`src/rtl/add_sub.sv`:
```
// Registered 3-bit sign-magnitude adder/subtractor with SF/ZF/DZF flags and one-cycle latency.
// Define ADD_SUB_INVZ_EN to add the INVZ output, which flags negative-zero operands.
module add_sub (
    input  logic       clk,
    input  logic       rst_n,
    input  logic       in_valid,
    input  logic       OP,
    input  logic [2:0] A,
    input  logic [2:0] B,
    output logic [3:0] R,
    output logic       SF,
    output logic       ZF,
    output logic       DZF,
    output logic       out_valid
`ifdef ADD_SUB_INVZ_EN
    ,
    output logic       INVZ
`endif
);

    logic       sa, sb;
    logic [1:0] ma, mb;
    logic [2:0] mag_d;
    logic       sign_d;
    logic [3:0] r_d, r_q;
    logic       vld_q;

    always_comb begin
        ma = A[1:0];
        mb = B[1:0];
        // A zero-magnitude operand drops its sign, so 3'b100 behaves as +0.
        sa = A[2] & (|ma);
        sb = (B[2] & (|mb)) ^ OP;
        if (sa == sb) begin
            mag_d  = {1'b0, ma} + {1'b0, mb};
            sign_d = sa;
        end else if (ma >= mb) begin
            mag_d  = {1'b0, ma - mb};
            sign_d = sa;
        end else begin
            mag_d  = {1'b0, mb - ma};
            sign_d = sb;
        end
        r_d = (mag_d == 3'd0) ? '0 : {sign_d, mag_d};
    end

    always_ff @(posedge clk) begin
        if (!rst_n) begin
            r_q   <= '0;
            vld_q <= 1'b0;
        end else begin
            vld_q <= in_valid;
            if (in_valid) begin
                r_q <= r_d;
            end
        end
    end

`ifdef ADD_SUB_INVZ_EN
    logic invz_d, invz_q;

    always_comb begin
        invz_d = (A == 3'b100) | (B == 3'b100);
    end

    always_ff @(posedge clk) begin
        if (!rst_n) begin
            invz_q <= 1'b0;
        end else if (in_valid) begin
            invz_q <= invz_d;
        end
    end

    assign INVZ = invz_q;
`endif

    assign R         = r_q;
    assign SF        = r_q[3];
    assign ZF        = (r_q == 4'b0000);
    assign DZF       = 1'b0;
    assign out_valid = vld_q;

endmodule

```
`config.mk`:
```
export PLATFORM = sky130hd
export DESIGN_NAME = add_sub
export DESIGN_NICKNAME = d
export VERILOG_FILES = /design/src/rtl/add_sub.sv
export SDC_FILE = /design/constraint.sdc
export NUM_CORES = 1
export LEC_CHECK = 0
export ABC_AREA = 1
export CAP_MARGIN = 20
export CORE_AREA = 2 2 39 41
export DETAILED_ROUTE_END_ITERATION = 7
export DIE_AREA = 0 0 41 43
export PLACE_DENSITY = 0.65
export SYNTH_ARGS = -nofsm -noshare
export SYNTH_HDL_FRONTEND = slang
export SYNTH_SLANG_ARGS = --single-unit
```
`constraint.sdc`:
```
create_clock -name clk -period 1.7 [get_ports clk]
set_input_delay 0.34 -clock clk [delete_from_list [all_inputs] [get_ports clk]]
set_output_delay 0.34 -clock clk [all_outputs]
set_load 0.01 [all_outputs]
```
==> key figures, run 1 <==
Outcome
  • Status: complete, no violations

Power
  • Tot Pwr: approximately 0.44 mW
  • Leakage: ~0.36 nW
  • Power Dens Cells: about 600 nW/um^2
  • Worst VDD drop: 0.000369 V

Die
  • Row cnt: 14
  • Die H: 43 um
  • Die span in x: 41 um
  • Starting Density: 33.4%
  • Io pins: 18
  • Die ar.: 1760 um^2
  • Core area: between 1000 and 1500 um^2

Synth
  • Synthesized instance count: 63
  • Netlist cell types: 23
  • Synth async-reset ratio: 0%
  • Ys flop type: dfxtp_1
  • Yosys top cell by area: dfxtp_1
  • Syn_nets: 79
  • Syn Area/Cell: 7.33 um^2
  • Number of flops mapped to enable cells by yosys: 0
  • Ranking of synthesized cells by area: dfxtp_1 (22%), nand2_1 (11%), ha_1 (11%), fa_1 (8.7%), nand3_2 (8.7%)
  • Yosys warnings: 0
  • Seq/Total Area, Yosys: around 22%
  • Yosys top cell area share: 21.7%
  • Netlist Area Pre-Place: approximately 460 um^2
  • Synth Register Bits: 5

Timing
  • Clock skew: 0 ns
  • Fin. max-slew vios: 0
  • Fin. Hold Viols: 0
  • RSZ-0062 raised after global routing: no
  • Fin crit share: a little over nine tenths
  • Fin crit period: 1.61 ns
  • Final Setup Violations: 0
  • Max Freq: between 600 and 700 MHz

Critical path
  • CP bufs+invs: 2
  • CP dominant cell by count: nand2_1
  • Setup CP Type: in2reg
  • CP max stage cell: fa_2
  • Slowest cell delay on critical path: 0.51 ns
  • Crit end category: flop
  • Critical path arrival: approximately 1.8 ns
  • Worst setup SP type: input pin
  • CP Cell Sequence: clkdlybuf4s15_1 -> ha_2 -> inv_2 -> fa_2 -> nand2_1 -> a21boi_2 -> nand2_1 -> nand2_1 -> nand2_1 -> nand2_1 -> a21oi_2
  • Worst Path Required: ~1.9 ns
  • Crit path max fanout: 2
  • Crit-path leading delay family: adder cells

Drt
  • DRC: 0
  • Vias: about 440
  • Wire per inst: 8.50 um
  • DR pass1 iterations: 2
  • Vias/cell: approximately 4.2
  • Total routed wirelength: a little under 900 um
  • DRT antenna net count: 0
  • Starting DRT DRC Count: 1

Layout
  • Layout cells sized above 1: between 20 and 30%
  • Commonest non-fill, non-tap cell in the layout: nand2_1
  • Post-route cell area: about 700 um^2
  • Most frequent cells in the layout: nand2_1 (14), clkdlybuf4s50_1 (11), inv_1 (9), buf_4 (8), dfxtp_1 (5)
  • Ant. Diodes: 0
  • Filler cells: between 100 and 150
  • Nets: 105
  • Layout area overhead: 53.7%

Clocking
  • # H-tree levels: 1
  • Clock tree buffer depth: 2
  • TritonCTS clock tree: built
  • Worst-path clk slew: about 0.04 ns
  • Root buffer cell: clkbuf_4
  • Clock sinks: 5
  • Number of hold buffers added after CTS: 0
  • Clk_lat worst skew: about 0.24 ns
  • Inserted Clock Buffers: 3

GRT
  • Gr usage total: 12.7%
  • Number of global-route vias before repair: 419
  • Global-route wire length before repair: between 1500 and 2000 um
  • Initial antenna violation count: 0
  • Largest net degree at the start of global routing: 10
  • GR Overflow Total: 0

Placement
  • DP Area: 683 um^2
  • Detail Placement HPWL: slightly below 800 um
  • Placer Congestion: 0.721
  • Port buffer count: 16

Hold path
  • Worst hold path class: reg2reg

Flow run
  • Max_cap viols: 0
==> final cells by class <==
type / count / area, um^2 / area share [%]
Clock buffer: 4 / 26.3 / 3.70
Multi-Input combinational cell: 41 / 299 / 42.2
Tap cell: 16 / 20.0 / 2.82
Timing Repair Buffer: 24 / 211 / 29.8
Inverter: 14 / 52.6 / 7.41
Sequential cell: 5 / 100 / 14.1
==> where the power goes <==
group	switching, mW	internal, mW	total, mW	leakage (nW)
Clock	0.0483	0.0887	0.137	0.0150
Sequential	0.00691	0.127	0.134	0.0415
Combinational	0.0768	0.0890	0.166	0.302
Total	0.132	0.305	0.437	0.358
==> Yosys cell counts (all sizes together) (2+ instances only) <==
master   n
ha       4
nand2   15
a21oi    3
o211ai   2
o21ai    4
buf      2
dfxtp    5
inv     13
fa       2
nand3    6
==> logic make-up after synthesis <==
group                      Yosys count  share of synthesized area (%)
and+or+nand+nor                     23                           26.6
buffers and inverters               17                           15.4
AOI/OAI and AO/OA                   10                           14.1
adders and majority gates            6                           19.5
DFF                                  5                           21.7
xor gates and xnor gates             1                           1.90
other                                1                          0.812
==> path summary, 6_finish.rpt <==
kind	startpoint	slack [ns]	end	cells past startpoint
max	B[0]	0.09	R[3]$_SDFFE_PN0P_	11
min	R[3]$_SDFFE_PN0P_	0.51	R[3]$_SDFFE_PN0P_	2
max reg2reg	R[0]$_SDFFE_PN0P_	1.04	R[0]$_SDFFE_PN0P_	2
min reg2reg	R[3]$_SDFFE_PN0P_	0.51	R[3]$_SDFFE_PN0P_	2
==> what timing repair did <==
| item | in CTS | in global routing |
|---|---|---|
| pin swaps | 2 | 8 |
| resized for setup | 7 | 5 |
| endpoints found under the setup margin | 3 | 2 |
| buffers inserted | 0 | 0 |
==> routing by layer <==
layer | GRT usage [%] | share of wire (%) | vias up
met5 | 0 | 0 | -
met4 | 2.00 | 0 | 0
met3 | 4.71 | 3.8 | 0
met2 | 19.4 | 50 | 6
met1 | 16.8 | 46 | 192
li1 | - | - | 243
==> stage by stage <==
step	worst slack (ns)	std cells	TNS [ns]	hold slack (ns)	util (%)
after CTS	-0.00340	104	-0.00340	0.519	51.3
after detailed placement	-0.471	100	-1.07	0.514	49.4
after global placement	-0.470	100	-1.07	0.505	49.4
after global routing	0.00863	104	0	0.542	51.3
final	0.0943	104	0	0.506	51.3
after floorplan	0.108	63	0	0.438	-
==> sequential cells by signal (all words and copies together) (netlist names) <==
| register | count |
|---|---|
| out_valid | 1 |
| R | 4 |
==> tightest hold or removal path, delay by kind of cell, from the launching register on <==
| kind | cells | cell delay, ns |
|---|---|---|
| compound gates | 1 | 0.05 |
| flops | 1 | 0.33 |
| simple gates | 1 | 0.09 |
No activity file was read; power rests on OpenSTA's default activity.
==> run 2: changes to the inputs <==
GPL_TIMING_DRIVEN = 0   (was not set)
TNS_END_PERCENT = 100   (was not set)
==> run 2 against run 1 <==
First-iteration DRC count grew to 3.0 times the previous value. Largest power group unchanged. Cell count shrank 5.8%. Register-to-register slack is essentially flat. Flip-flop and latch count is the same. Critical endpoint is now R[3]. Combinational power shrank 9%. Die area is the same. Fmax is essentially flat. Largest cell class unchanged. Routed wire length shrank 0.79%. Sequential share of layout area grew 1.4 points. Count of clock-buffer cells in the layout is the same.
==> key figures, run 2 (same netlist as run 1, synthesis figures left out) <==
Clocking
  • TritonCTS clock tree: built (unchanged)
  • Worst-path clk slew: 0.05 ns (was 0.04 ns)
  • Clk_lat worst skew: 0.24 ns (about the same)
  • Clock tree buffer depth: 2 (unchanged)
  • Clock sinks: 5 (unchanged)
  • # H-tree levels: 1 (unchanged)
  • Root buffer cell: clkbuf_4 (unchanged)
  • Inserted Clock Buffers: 3 (unchanged)

Layout
  • Max reg flops: 4 (unchanged)
  • Commonest non-fill, non-tap cell in the layout: nand2_1 (unchanged)
  • Ant. Diodes: 0 (unchanged)
  • Final Non-Filler Cells: 98 (was 104)
  • Most frequent cells in the layout: nand2_1 (14), inv_1 (10), clkdlybuf4s50_1 (10), dfxtp_1 (5) (was nand2_1 (14), clkdlybuf4s50_1 (11), inv_1 (9), buf_4 (8), dfxtp_1 (5))
  • Layout area overhead: 39.8% (was 53.7%)
  • Layout cells sized above 1: 23.2% (was 29.5%)
  • Nets: 99 (was 105)

Timing
  • Fin crit period: 1.60 ns (was 1.61 ns)
  • Fin crit share: 94.4% (was 94.5%)
  • Setup_tns: 0 ns (unchanged)
  • Clock skew: 0 ns (unchanged)
  • RSZ-0062 raised after global routing: no (unchanged)
  • Max Freq: 623 MHz (about the same)
  • Fin. Hold Viols: 0 (unchanged)
  • Fin. max-slew vios: 0 (unchanged)
  • Final Setup Violations: 0 (unchanged)

Die
  • Row cnt: 14 (unchanged)
  • Die span in x: 41 um (unchanged)
  • Starting Density: 33.4% (unchanged)
  • Core area: 1380 um^2 (unchanged)
  • Die H: 43 um (unchanged)
  • Io pins: 18 (unchanged)
  • Die ar.: 1760 um^2 (unchanged)

Hold path
  • Hold depth: 3 (was 2)
  • Hold path endpoint: out_valid$_SDFF_PN0_ (was R[3]$_SDFFE_PN0P_)
  • Worst hold path class: in2reg (was reg2reg)
  • Hold path start: in_valid (was R[3]$_SDFFE_PN0P_)

Placement
  • Detail Placement HPWL: 744 um (was 775 um)
  • Placer Congestion: 0.711 (was 0.721)
  • Port buffer count: 15 (was 16)
  • Placed insts: 94 (was 100)

Critical path
  • Worst setup SP type: flop (was input pin)
  • Setup CP Type: reg2out (was in2reg)
  • Critical path arrival: 1.26 ns (was 1.79 ns)
  • R2R cell count: 2 (unchanged)
  • Reg2reg end: R[3]$_SDFFE_PN0P_ (was R[0]$_SDFFE_PN0P_)
  • Crit path max fanout: 4 (was 2)
  • Worst Path Required: 1.36 ns (was 1.88 ns)
  • R2R setup slack: 1.05 ns (was 1.04 ns)
  • FF-to-FF Start: R[3]$_SDFFE_PN0P_ (was R[0]$_SDFFE_PN0P_)
  • Crit end category: output port (was flop)

GRT
  • Largest net degree at the start of global routing: 10 (unchanged)
  • Global-route wire length before repair: 1370 um (was 1570 um)
  • GR Overflow Total: 0 (unchanged)
  • Gr usage total: 11.2% (was 12.7%)
  • Initial antenna violation count: 0 (unchanged)
  • Number of global-route vias before repair: 373 (was 419)

Drt
  • Total routed wirelength: 877 um (was 884 um)
  • Vias: 418 (was 441)
  • DR pass1 iterations: 4 (was 2)
  • Starting DRT DRC Count: 3 (was 1)
  • Vias/cell: 4.27 (was 4.24)
  • Met1 wire length: 404 um (was 410 um)
  • Top Layer Used: met3 (unchanged)
  • Met3 wire length: 21 um (was 34 um)
  • DRC: 0 (unchanged)
  • DRT antenna net count: 0 (unchanged)
  • Wire per inst: 8.95 um (was 8.50 um)
  • Met2 WL: 451 um (was 439 um)

Outcome
  • Status: complete, no violations (unchanged)

Power
  • Leakage: 0.329 nW (was 0.358 nW)
  • Power Dens Cells: 655 nW/um^2 (was 616 nW/um^2)
  • Worst VDD drop: 0.000499 V (was 0.000369 V)

Flow run
  • Max_cap viols: 0 (unchanged)
## run 2: cell count changes in the layout (fill, tap and decap cells not counted), sizes merged
cell,before,now
buf,8,3
clkdlybuf4s50,11,10
clkbuf,5,7
dlygate4sd2,3,1
## run 2: layer usage
layer  track usage (%)  vias to the layer above
li1                  -                      229
met5                 0                        -
met3              4.71                        0
met4              2.00                        0
met1              12.3                      185
met2              19.1                        4
## run 2: cell type report
type | count | area (um^2)
Fill cell | 151 | 738
Timing Repair Buffer | 15 | 134
Sequential cell | 5 | 100
Inverter | 14 | 52.6
Multi-Input combinational cell | 41 | 294
Tap cell | 16 | 20.0
Clock buffer | 4 | 26.3
Buffer | 3 | 18.8
## run 2: through the flow
step / util [%] / worst slack [ns] / power [mW] / cell area [um^2] / hold WS, ns
detailed placement: 45.7 / -0.589 / 0.293 / 632 / 0.515
CTS: 47.4 / 0.0110 / 0.430 / 656 / 0.432
finish: 46.7 / 0.0959 / 0.423 / 646 / 0.442
floorplan: - / 0.108 / 0.224 / 462 / 0.438
global placement: 45.7 / -0.555 / 0.291 / 632 / 0.507
global route: 46.7 / 0.00970 / 0.455 / 646 / 0.473
## run 2: worst max-delay path, stage by stage (launching register included)
cell             delay [ns]
dfxtp_1                0.38
buf_4                  0.13
clkdlybuf4s50_1        0.51
## run 2: timing repair
item,4_1_cts,5_1_grt
gates resized for setup,8,6
gates cloned,0,0
endpoints found under the setup margin,3,2
hold buffers,0,0
setup buffers,0,0
## run 2: where the power goes
| group | switching (mW) | total [mW] | internal [mW] | leakage, nW |
|---|---|---|---|---|
| clock | 0.0495 | 0.138 | 0.0888 | 0.0150 |
| sequential | 0.00682 | 0.134 | 0.127 | 0.0415 |
| combinational | 0.0747 | 0.151 | 0.0763 | 0.272 |
## run 2: how the worst max path moves through the flow
stage,startpoint,endpoint,slack [ns],depth (start not counted)
5_1_grt,B[1],R[1]$_SDFFE_PN0P_,0.01,12
6_report,R[3]$_SDFFE_PN0P_,R[3],0.1,2
3_3_place_gp,A[0],R[1]$_SDFFE_PN0P_,-0.55,12
3_5_place_dp,A[0],R[1]$_SDFFE_PN0P_,-0.59,12
2_1_floorplan,A[0],R[1]$_SDFFE_PN0P_,0.11,11
4_1_cts,A[0],R[1]$_SDFFE_PN0P_,0.01,12
==> run 3: changes to the inputs <==
ABC_AREA = not set   (was 1)
CAP_MARGIN = not set   (was 20)
PLACE_DENSITY = 0.64   (was 0.65)
==> run 3 against run 2 <==
Utilization rose by 2.8 points. Via count fell by 6.7%. Final area rose by 6.0%. Largest power group unchanged. Routed wire length fell by 0.11%. Setup slack worse by 0.13 ns. Flip-flop and latch count stayed put. The flow now finishes with violations (negative setup slack). First-iteration DRC count did not move. Critical path depth rose by 8. Non-clock buffer count up 1. Area after synthesis down 4.3%. Fmax fell by 7.6%.
==> key figures, run 3 <==
Clocking
  • Clk_lat worst skew: 0.24 ns (about the same)
  • Clock sinks: 5 (unchanged)
  • Worst-path clk slew: 0.04 ns (was 0.05 ns)
  • Number of hold buffers added after CTS: 0 (unchanged)
  • Inserted Clock Buffers: 3 (unchanged)
  • TritonCTS clock tree: built (unchanged)
  • Clock tree buffer depth: 2 (unchanged)
  • Root buffer cell: clkbuf_4 (unchanged)
  • # H-tree levels: 1 (unchanged)

Timing
  • Setup_tns: -0.0639 ns (was 0 ns)
  • Final Setup Violations: 2 (was 0)
  • Fin worst setup slack: -0.0360 ns (was 0.0959 ns)
  • Fin crit period: 1.74 ns (was 1.60 ns)
  • Max Freq: 576 MHz (was 623 MHz)
  • RSZ-0062 raised after global routing: yes (was no)
  • Fin crit share: 102% (was 94.4%)
  • Fin. max-slew vios: 0 (unchanged)
  • Fin. Hold Viols: 0 (unchanged)
  • Hold slack: 0.504 ns (was 0.442 ns)
  • Clock skew: 0 ns (unchanged)

Die
  • Die span in x: 41 um (unchanged)
  • Starting Density: 31.9% (was 33.4%)
  • Row cnt: 14 (unchanged)
  • Die H: 43 um (unchanged)
  • Die ar.: 1760 um^2 (unchanged)
  • Io pins: 18 (unchanged)
  • Core area: 1380 um^2 (unchanged)

Critical path
  • Crit end category: flop (was output port)
  • CP Cell Sequence: buf_12 -> inv_12 -> ha_4 -> inv_2 -> fa_1 -> nand2_1 -> o21ai_1 -> a221o_1 -> mux2i_2 -> a31oi_1 (was buf_4 -> clkdlybuf4s50_1)
  • Critical path arrival: 1.86 ns (was 1.26 ns)
  • Slowest cell delay on critical path: 0.47 ns (was 0.51 ns)
  • CP bufs+invs: 3 (was 2)
  • Crit path max fanout: 2 (was 4)
  • Worst Path Required: 1.82 ns (was 1.36 ns)
  • CP max stage cell: fa_1 (was clkdlybuf4s50_1)
  • Crit path depth: 10 (was 2)
  • Worst setup SP type: input pin (was flop)
  • Setup CP Type: in2reg (was reg2out)
  • Crit-path leading delay family: adder cells (was buffers and inverters)
  • R2R cell count: 3 (was 2)

Synth
  • Mux share of post-synthesis cell area: 2.27% (was 0%)
  • Post-synth top cells: dfxtp_1 (5), inv_1 (5), ha_1 (4), nand2_1 (4) (was nand2_1 (14), inv_1 (10), dfxtp_1 (5))
  • Post-synthesis simple-gate area fraction: 17.3% (was 26.6%)
  • Yosys top cell area share: 22.7% (was 21.7%)
  • Yosys top cell by area: dfxtp_1 (unchanged)
  • Seq/Total Area, Yosys: 22.7% (was 21.7%)
  • Ys flop type: dfxtp_1 (unchanged)
  • Yosys warnings: 0 (unchanged)
  • Main combinational cell family by area after synthesis: adder cells (was simple AND/OR/NAND/NOR gates)
  • Netlist Area Pre-Place: 442 um^2 (was 462 um^2)
  • Netlist cell types: 25 (was 23)
  • Synthesized instance count: 48 (was 63)
  • Ranking of synthesized cells by area: dfxtp_1 (23%), ha_1 (11%), fa_1 (9.1%), o21a_1 (5.1%), xnor3_1 (5.1%) (was dfxtp_1 (22%), nand2_1 (11%), ha_1 (11%), fa_1 (8.7%), nand3_2 (8.7%))
  • Syn_nets: 64 (was 79)
  • Number of flops mapped to enable cells by yosys: 0 (unchanged)
  • Adder-cell area share of the yosys netlist: 20.4% (was 19.5%)
  • Complex-gate fraction of the synthesized area: 19.8% (was 14.1%)
  • Synth async-reset ratio: 0% (unchanged)
  • Syn Area/Cell: 9.20 um^2 (was 7.33 um^2)
  • Synth Register Bits: 5 (unchanged)
  • Post-Synth XOR/XNOR Area: 5.10% (was 1.90%)

Layout
  • Commonest non-fill, non-tap cell in the layout: clkdlybuf4s50_1 (was nand2_1)
  • Layout area overhead: 55.0% (was 39.8%)
  • Ant. Diodes: 0 (unchanged)
  • Max reg flops: 4 (unchanged)
  • Post-route cell area: 684 um^2 (was 646 um^2)
  • Filler cells: 133 (was 151)
  • Most frequent cells in the layout: clkdlybuf4s50_1 (11), dfxtp_1 (5), nand2_1 (4) (was nand2_1 (14), inv_1 (10), clkdlybuf4s50_1 (10), dfxtp_1 (5))
  • Nets: 86 (was 99)
  • Layout cells sized above 1: 27.5% (was 23.2%)

Hold path
  • Hold depth: 2 (was 3)
  • Worst hold path class: reg2reg (was in2reg)

Drt
  • Total routed wirelength: 876 um (was 877 um)
  • DRT antenna net count: 0 (unchanged)
  • Wire per inst: 10.3 um (was 8.95 um)
  • DR pass1 iterations: 4 (unchanged)
  • Vias: 390 (was 418)
  • DRC: 0 (unchanged)
  • Vias/cell: 4.59 (was 4.27)
  • Starting DRT DRC Count: 3 (unchanged)

Power
  • Combinational fraction of design power: 40.1% (was 35.7%)
  • Sw frac: 29.0% (was 31.0%)
  • Power Dens Cells: 665 nW/um^2 (was 655 nW/um^2)
  • Clk network pwr share: 30.3% (was 32.7%)
  • Worst VDD drop: 0.000446 V (was 0.000499 V)
  • Switching Power: 0.132 mW (was 0.131 mW)
  • Seq pwr share: 29.6% (was 31.6%)
  • Leakage: 0.314 nW (was 0.329 nW)
  • Cell Int Power: 0.323 mW (was 0.292 mW)

Placement
  • Worst slack, placed: -0.900 ns (was -0.589 ns)
  • DP Area: 647 um^2 (was 632 um^2)
  • Port buffer count: 16 (was 15)
  • Detail Placement HPWL: 687 um (was 744 um)
  • Placer Congestion: 0.693 (was 0.711)

GRT
  • Initial antenna violation count: 0 (unchanged)
  • GR Overflow Total: 0 (unchanged)
  • Gr usage total: 12.3% (was 11.2%)
  • Largest net degree at the start of global routing: 8 (was 10)
  • Number of global-route vias before repair: 351 (was 373)
  • Global-route wire length before repair: 1460 um (was 1370 um)

Flow run
  • Max_cap viols: 0 (unchanged)

Outcome
  • Status: complete, but fails checks (was complete, no violations)
  • Failing checks: negative setup slack
run 3: cell count changes in the layout (fill, tap and decap cells not counted), moves of 2 or more:
cell      delta
nand2_1     -10
inv_1        -8
nand3_2      -4
nor2b_1      +3
o21a_1       +3
o211ai_1     -2
run 3: layout make-up:
cell class | count | area (um^2) | share of cell area, %
Clock buffer | 4 | 26.3 | 3.84
Tap cell | 16 | 20.0 | 2.93
Sequential cell | 5 | 100 | 14.6
Multi-Input combinational cell | 35 | 307 | 44.8
Timing Repair Buffer | 17 | 168 | 24.5
Buffer | 2 | 15.0 | 2.19
Inverter | 6 | 48.8 | 7.13
run 3: per-layer routing:
layer / global-route usage (%) / routed length, um / up-vias
li1: - / - / 200
met1: 15.0 / 389 / 183
met2: 19.1 / 445 / 7
met3: 6.28 / 41 / 0
met4: 2.00 / 0 / 0
met5: 0 / 0 / -
run 3: metrics by stage:
step                      power (mW)  std cells  util (%)
after floorplan                0.234         48         -
after CTS                      0.456         85      49.5
after detailed placement       0.313         80      46.7
after global routing           0.485         85      49.5
after global placement         0.311         80      46.7
final                          0.455         85      49.5
run 3: worst min-delay path, stage by stage, from the launching register on:
cell and delay [ns]:
dfxtp_1 0.32, nand3_1 0.08, o21ai_1 0.05
run 3: path summary, 6_finish.rpt:
path,from,endpoint,slack [ns]
worst max-delay path,A[0],R[3]$_SDFFE_PN0P_,-0.04
worst min-delay path,R[1]$_SDFFE_PN0P_,R[1]$_SDFFE_PN0P_,0.50
worst max register to register,R[3]$_SDFFE_PN0P_,R[3]$_SDFFE_PN0P_,0.84
worst min register to register,R[1]$_SDFFE_PN0P_,R[1]$_SDFFE_PN0P_,0.50
run 3: cell families (layout without fill, tap and decap cells):
group	count (synthesis)	after routing
AOI/OAI and AO/OA	13	13
xor gates and xnor gates	1	1
adders and majority gates	6	6
buffers and inverters	8	29
DFF	5	5
muxes	1	1
other	1	1
and+or+nand+nor	13	13
run 3: what timing repair did:
item | CTS | global route
pin swaps | 4 | 1
setup buffers | 1 | 0
gates resized for setup | 23 | 2
endpoints found under the setup margin | 4 | 2
run 3: power by group through the flow:
stage / Sequential [mW] / Combinational (mW) / Clock [mW]
floorplan: 0.140 / 0.0943 / 0
global placement: 0.136 / 0.175 / 0
detailed placement: 0.136 / 0.177 / 0
CTS: 0.135 / 0.178 / 0.144
global route: 0.136 / 0.198 / 0.151
finish: 0.135 / 0.182 / 0.138
